===== config.mk =====
export PLATFORM = sky130hd
export DESIGN_NAME = led_pattern_ctrl
export DESIGN_NICKNAME = d
export VERILOG_FILES = /design/src/rtl/led_pattern_ctrl.sv
export SDC_FILE = /design/constraint.sdc
export NUM_CORES = 1
export LEC_CHECK = 0
export ABC_AREA = 0
export CORE_UTILIZATION = 40
export DETAILED_ROUTE_END_ITERATION = 7
export GPL_TIMING_DRIVEN = 0
export PLACE_DENSITY_LB_ADDON = 0.3
export REMOVE_ABC_BUFFERS = 1
export SYNTH_ARGS = -nofsm -noshare
export SYNTH_HDL_FRONTEND = slang
export SYNTH_SLANG_ARGS = --single-unit

===== constraint.sdc =====
create_clock -name clk -period 5.4 [get_ports clk]
set_input_delay 1.08 -clock clk [delete_from_list [all_inputs] [get_ports clk]]
set_output_delay 1.08 -clock clk [all_outputs]
set_load 0.01 [all_outputs]

===== src/rtl/led_pattern_ctrl.sv =====
// led_pattern_ctrl: 8-LED running-light sequencer with debounced mode/speed keys and pause.
// Latency: key press -> mode/speed change after 2 sync + DEB_CYC debounce + 1 event + 1 update cycles;
//          step_tick and the new LED value appear in the same cycle. No backpressure (free-running).
// Optional feature: define LED_PWM_EN to dim the LED outputs with a free-running 8-bit PWM.
module led_pattern_ctrl #(
    parameter int LED_W     = 8,
    parameter int STEP_BASE = 25_000_000,
    parameter int DEB_CYC   = 1_000_000
`ifdef LED_PWM_EN
    ,
    parameter int PWM_DUTY  = 128
`endif
) (
    input  logic             clk,
    input  logic             rst_n,
    input  logic             key_mode,
    input  logic             key_speed,
    input  logic             pause,
    output logic [LED_W-1:0] led,
    output logic [2:0]       mode,
    output logic [1:0]       speed,
    output logic             step_tick
);

    // Prescaler only ever holds values up to STEP_BASE-1.
    localparam int CNT_W = $clog2(STEP_BASE);
    // Debounce counter must hold DEB_CYC-1; +1 keeps the width >= 1 for tiny DEB_CYC.
    localparam int DB_W  = $clog2(DEB_CYC + 1);
    localparam logic [DB_W-1:0] DB_LAST = DB_W'(DEB_CYC - 1);

    localparam logic DIR_LEFT  = 1'b0;
    localparam logic DIR_RIGHT = 1'b1;

    // Key index 0 = mode key, 1 = speed key.
    localparam int K_MODE  = 0;
    localparam int K_SPEED = 1;

    typedef enum logic [2:0] {
        M_LEFT     = 3'd0,
        M_RIGHT    = 3'd1,
        M_PINGPONG = 3'd2,
        M_BLINK    = 3'd3,
        M_FILL     = 3'd4
    } mode_e;

    // ------------------------------------------------------------------
    // Key synchronisation and debouncing
    // ------------------------------------------------------------------
    logic [1:0]      key_raw;
    logic [1:0]      sync1_q, sync2_q;
    logic [1:0]      stable_q, stable_d;
    logic [1:0]      press_q, press_d;
    logic [DB_W-1:0] db_cnt_q [2];
    logic [DB_W-1:0] db_cnt_d [2];

    assign key_raw = {key_speed, key_mode};

    // Debounce: count consecutive samples that disagree with the accepted level;
    // any return to the accepted level restarts the count. A press is the 1->0 acceptance.
    always_comb begin
        stable_d = stable_q;
        press_d  = 2'b00;
        db_cnt_d = db_cnt_q;
        for (int i = 0; i < 2; i++) begin
            if (sync2_q[i] == stable_q[i]) begin
                db_cnt_d[i] = '0;
            end else if (db_cnt_q[i] == DB_LAST) begin
                db_cnt_d[i] = '0;
                stable_d[i] = sync2_q[i];
                press_d[i]  = ~sync2_q[i];
            end else begin
                db_cnt_d[i] = db_cnt_q[i] + 1'b1;
            end
        end
    end

    // Key registers: two-flop synchroniser, accepted level, count and press pulse.
    always_ff @(posedge clk or negedge rst_n) begin
        if (!rst_n) begin
            sync1_q  <= 2'b11;
            sync2_q  <= 2'b11;
            stable_q <= 2'b11;
            press_q  <= 2'b00;
            db_cnt_q <= '{default: '0};
        end else begin
            sync1_q  <= key_raw;
            sync2_q  <= sync1_q;
            stable_q <= stable_d;
            press_q  <= press_d;
            db_cnt_q <= db_cnt_d;
        end
    end

    // ------------------------------------------------------------------
    // Pattern state machine, prescaler and speed
    // ------------------------------------------------------------------
    mode_e            mode_q, mode_d;
    logic [1:0]       speed_q, speed_d;
    logic [CNT_W-1:0] cnt_q, cnt_d;
    logic [CNT_W-1:0] period_m1;
    logic [LED_W-1:0] pat_q, pat_d;
    logic [LED_W-1:0] step_pat;
    logic             step_dir;
    logic             dir_q, dir_d;
    logic             tick_q, tick_d;
    mode_e            mode_next;

    // First pattern shown when a mode is entered.
    function automatic logic [LED_W-1:0] init_pat(input mode_e m);
        logic [LED_W-1:0] p;
        p = '0;
        case (m)
            M_LEFT:     p = LED_W'(1);
            M_RIGHT:    p = {1'b1, {(LED_W-1){1'b0}}};
            M_PINGPONG: p = LED_W'(1);
            default:    p = '0;
        endcase
        return p;
    endfunction

    // Step period minus one: faster speeds halve the base period.
    always_comb begin
        period_m1 = CNT_W'((STEP_BASE >> speed_q) - 1);
    end

    // Mode sequence wraps from FILL back to LEFT.
    always_comb begin
        mode_next = M_LEFT;
        case (mode_q)
            M_LEFT:     mode_next = M_RIGHT;
            M_RIGHT:    mode_next = M_PINGPONG;
            M_PINGPONG: mode_next = M_BLINK;
            M_BLINK:    mode_next = M_FILL;
            default:    mode_next = M_LEFT;
        endcase
    end

    // Per-step pattern transform for the current mode; PINGPONG turns around on an end LED
    // so each end is shown exactly once per pass.
    always_comb begin
        step_pat = pat_q;
        step_dir = dir_q;
        case (mode_q)
            M_LEFT:  step_pat = {pat_q[LED_W-2:0], pat_q[LED_W-1]};
            M_RIGHT: step_pat = {pat_q[0], pat_q[LED_W-1:1]};
            M_PINGPONG: begin
                if (dir_q == DIR_LEFT) begin
                    if (pat_q[LED_W-1]) begin
                        step_pat = pat_q >> 1;
                        step_dir = DIR_RIGHT;
                    end else begin
                        step_pat = pat_q << 1;
                    end
                end else begin
                    if (pat_q[0]) begin
                        step_pat = pat_q << 1;
                        step_dir = DIR_LEFT;
                    end else begin
                        step_pat = pat_q >> 1;
                    end
                end
            end
            M_BLINK: step_pat = ~pat_q;
            M_FILL:  step_pat = (&pat_q) ? '0 : {pat_q[LED_W-2:0], 1'b1};
            default: step_pat = LED_W'(1);
        endcase
    end

    // Next state: key events override (and swallow) a same-cycle step; pause freezes the prescaler.
    always_comb begin
        mode_d  = mode_q;
        speed_d = speed_q;
        cnt_d   = cnt_q;
        pat_d   = pat_q;
        dir_d   = dir_q;
        tick_d  = 1'b0;
        if (press_q[K_MODE] || press_q[K_SPEED]) begin
            cnt_d = '0;
            if (press_q[K_SPEED]) begin
                speed_d = speed_q + 2'd1;
            end
            if (press_q[K_MODE]) begin
                mode_d = mode_next;
                pat_d  = init_pat(mode_next);
                dir_d  = DIR_LEFT;
            end
        end else if (!pause) begin
            if (cnt_q == period_m1) begin
                cnt_d  = '0;
                pat_d  = step_pat;
                dir_d  = step_dir;
                tick_d = 1'b1;
            end else begin
                cnt_d = cnt_q + 1'b1;
            end
        end
    end

    // Pattern, mode, speed and prescaler registers.
    always_ff @(posedge clk or negedge rst_n) begin
        if (!rst_n) begin
            mode_q  <= M_LEFT;
            speed_q <= 2'd0;
            cnt_q   <= '0;
            pat_q   <= LED_W'(1);
            dir_q   <= DIR_LEFT;
            tick_q  <= 1'b0;
        end else begin
            mode_q  <= mode_d;
            speed_q <= speed_d;
            cnt_q   <= cnt_d;
            pat_q   <= pat_d;
            dir_q   <= dir_d;
            tick_q  <= tick_d;
        end
    end

    assign mode      = mode_q;
    assign speed     = speed_q;
    assign step_tick = tick_q;

    // ------------------------------------------------------------------
    // LED output stage
    // ------------------------------------------------------------------
`ifdef LED_PWM_EN
    localparam logic [8:0] DUTY = 9'(PWM_DUTY);

    logic [7:0] pwm_cnt_q, pwm_cnt_d;

    // Free-running PWM phase counter.
    always_comb begin
        pwm_cnt_d = pwm_cnt_q + 8'd1;
    end

    // PWM phase register.
    always_ff @(posedge clk or negedge rst_n) begin
        if (!rst_n) begin
            pwm_cnt_q <= 8'd0;
        end else begin
            pwm_cnt_q <= pwm_cnt_d;
        end
    end

    assign led = pat_q & {LED_W{({1'b0, pwm_cnt_q} < DUTY)}};
`else
    assign led = pat_q;
`endif

endmodule


==> impl_results.md <==
* Worst r2r src: speed[0]
* Synth Area in Compound Gates at 6.76%
* Antenna viol nets, final at 0
* Post-CTS Setup Inserts at 0
* Final Cell Area at 5410 sq um
* Antenna cell count at 0
* Horiz. Die Dim at 111 um
* Pwr Total at 1.48 mW
* Final setup skew at 0.00474 ns
* Critical Path Max Stage Delay at 0.66 ns
* IO buf count at 18
* Max_slew headroom at 38.5%
* Die Y-Extent at 111 um
* Critical path depth at 7
* DP Wirelength at 6230 um
* Core area at 11500 sq um
* Synth Area in XOR/XNOR at 12.1%
* Placed insts at 641
* Tcrit/Tclk final at 57.1%
* Min-delay src: sync1_q[0]
* Mapped Area at 4780 sq um
* Critical path endpoint category: register
* # setup viols final at 0
* Worst EP arrival at 3.30 ns
* Mux cell area share after synthesis at 3.38%
* WP data required at 5.62 ns
* Status: finished clean
* Unrepaired setup endpoints after global routing: false
* Synthesized area per cell at 9.58 sq um
* DR vias at 3495
* Peak Freq at 0.324 GHz
* Asr flop ratio synth at 100%
* CP top delay family: compound AO/OA/AOI/OAI gates
* Min-Delay Path Depth at 0
* Area Growth Syn to Fin at 13.2%
* Worst skew pair latency at 0.33 ns
* Post-synth EDFFs at 0
* Prevailing post-synth register cell: dfrtp_1
* CTS resizes at 0
* Final wirelength at 9360 um
* Routed len/inst at 14.2 um
* Cell Chain, Critical Path: inv_1, ha_1, or3b_1, a222oi_1, nand4_2, o41a_1, mux2_1
* Crit-path max FO at 9
* CTS tree: done
* Initial detailed-routing violation count at 201
* Power Density at 273 nW/um^2
* Dpl cell area at 5080 sq um
* FF-to-FF End: led[7]
* Vias in the first global route at 3468
* Clk Tree Root Cell: clkbuf_16
* Post-route setup TNS at 0 ns
* # rows at 39
* Worst vdd ir at 147 uV
* Drt pass-1 iters at 4
* Routed vias/inst at 5.32
* Nets at 523
* CP max stage cell: o41a_1
* Num CTS Buffers at 9
* Post-Place Setup Slack at 2.03 ns
* Yosys cell types at 54
* Hold Crit Endpoint: sync2_q[0]
* Max-slew violations at 0
* Slew @ Worst Pin at 0.923 ns
* Total GRT Usage at 16.4%
* Critical path buffers and inverters at 1
* Drt drc at 0
* Share of cells above drive strength 1 at 7.98%
* Final WS setup at 2.32 ns
* R2r worst-path depth at 7
* CP Class: reg -> reg
* Clock sink count at 88
* Hold-fix buffers, CTS at 0
* Ports at 19
* Starting density of the core at 41.5%
* GPL Wtd Cong at 0.810
* Tmin final at 3.08 ns
* Die area at 12400 sq um
* Min Hold Slack at 0.356 ns
* Initial antenna violation count at 0
* Clock buffer depth at 2
* Reg clk slew, reported paths at 0.06 ns
* H-tree levels at 3
* Flops & latches, synth at 88
* CP startpoint kind: register
* Worst min-delay path class: reg -> reg
* Final hold viol count at 0
* Max-cap violations at 0
* Global-route wire length before repair at 16600 um
* Largest net degree at the start of global routing at 52
* Post-Synth Simple-Gate Area at 26.1%
* Syn. warnings at 0
* Leakage power at 2.27 nW
* R2R Setup Slk at 2.32 ns
* Largest family of logic cells by synthesized area: simple AND/OR/NAND/NOR gates
* Sequential-to-total area share from yosys stat at 46.3%
* Post-synthesis adder-cell area fraction at 2.36%
* Overflow after GRT at 0
* Synth Instances at 499
* Final Core Density at 47.0%
* Layout Cells excl Fill at 657
-- worst max path at each step --
stage	slack, ns	start	to
6_report	2.32	speed[0]	led[7]
5_1_grt	2.06	speed[0]	cnt_q[15]
4_1_cts	2.26	speed[0]	cnt_q[16]
3_5_place_dp	2.03	pause	cnt_q[15]
3_3_place_gp	0.08	rst_n	db_cnt_q[29]
2_1_floorplan	2.06	speed[0]	cnt_q[15]
-- placed cells by master (no fill, tap or decap), drive strengths merged, types with 4 or more instances in the layout --
master / instances
or3b: 6
nor2: 84
mux2: 8
dfstp: 7
dfrtp: 81
clkbuf: 10
inv: 15
nor3: 15
and2: 8
and3: 8
ha: 9
xnor2: 43
nor4b: 4
nand3: 24
o21ai: 9
nor4: 14
nor2b: 10
xor2: 23
mux2i: 6
clkdlybuf4s50: 17
a21oi: 10
and4: 8
nand4: 14
nand2: 32
-- power by group --
| group | internal, mW | switching, mW |
|---|---|---|
| clock network | 0.419 | 0.258 |
| logic | 0.0362 | 0.0498 |
| registers | 0.684 | 0.0324 |
| total | 1.14 | 0.340 |
-- cell families after synthesis --
logic type      count (synthesis)
buf+inv                        34
simple gates                  242
mux                            14
compound gates                 46
flops                          88
xor+xnor                       66
fa+ha+maj                       9
-- layer usage --
layer	up-vias	global-route usage [%]	part of all wire [%]
met4	0	5.95	1.5
met1	1672	22.8	50
met2	59	26.1	46
li1	1753	-	-
met3	11	2.46	2.8
met5	-	0	0
-- flip-flops by register name (all words and copies together) (netlist names) --
register and count:
led 8, stable_q 2, cnt_q 25, dir_q 1, sync1_q 2, db_cnt_q 40
sync2_q 2, press_q 2, speed 2, mode 3, step_tick 1
-- Yosys cell counts (2+ instances only) --
| library cell | count | area, sq um |
|---|---|---|
| nor2b_1 | 10 | 62.6 |
| nor4b_1 | 4 | 35.0 |
| xor2_1 | 23 | 201 |
| xnor2_1 | 43 | 377 |
| nand3b_1 | 3 | 22.5 |
| a21oi_1 | 10 | 50.1 |
| dfrtp_1 | 81 | 2030 |
| and2_1 | 8 | 50.1 |
| nand4_1 | 13 | 81.3 |
| a31oi_1 | 3 | 18.8 |
| buf_2 | 3 | 15.0 |
| nand2b_1 | 3 | 18.8 |
| a311o_1 | 3 | 30.0 |
| o211ai_1 | 3 | 22.5 |
| clkbuf_1 | 15 | 56.3 |
| ha_1 | 9 | 113 |
| nor2_1 | 84 | 315 |
| mux2i_1 | 6 | 60.1 |
| nor3_1 | 15 | 75.1 |
| o21ai_0 | 9 | 45.0 |
| mux2_2 | 4 | 45.0 |
| nor4_1 | 14 | 87.6 |
| dfstp_2 | 7 | 184 |
| nand3_1 | 24 | 120 |
| a211oi_1 | 2 | 15.0 |
| buf_6 | 2 | 22.5 |
| and4_1 | 8 | 70.1 |
| a311oi_1 | 2 | 17.5 |
| and3_1 | 8 | 50.1 |
| o221ai_1 | 2 | 17.5 |
| a41oi_1 | 2 | 17.5 |
| inv_1 | 14 | 52.6 |
| or3b_2 | 4 | 35.0 |
| o31ai_1 | 2 | 15.0 |
| or3b_1 | 2 | 17.5 |
| mux2_4 | 3 | 45.0 |
| nand2_1 | 32 | 120 |
| nor3b_1 | 3 | 22.5 |
-- area by class of cell --
cell class                      instances  area, sq um
Timing Repair Buffer                   19          205
Inverter                               14         52.6
Clock inverter                          6         90.1
Multi-Input combinational cell        377         2430
Clock buffer                           10          239
Sequential cell                        88         2210
Tap cell                              143          179
Fill cell                            1076         6100
Power figures use the tool's default switching activity.
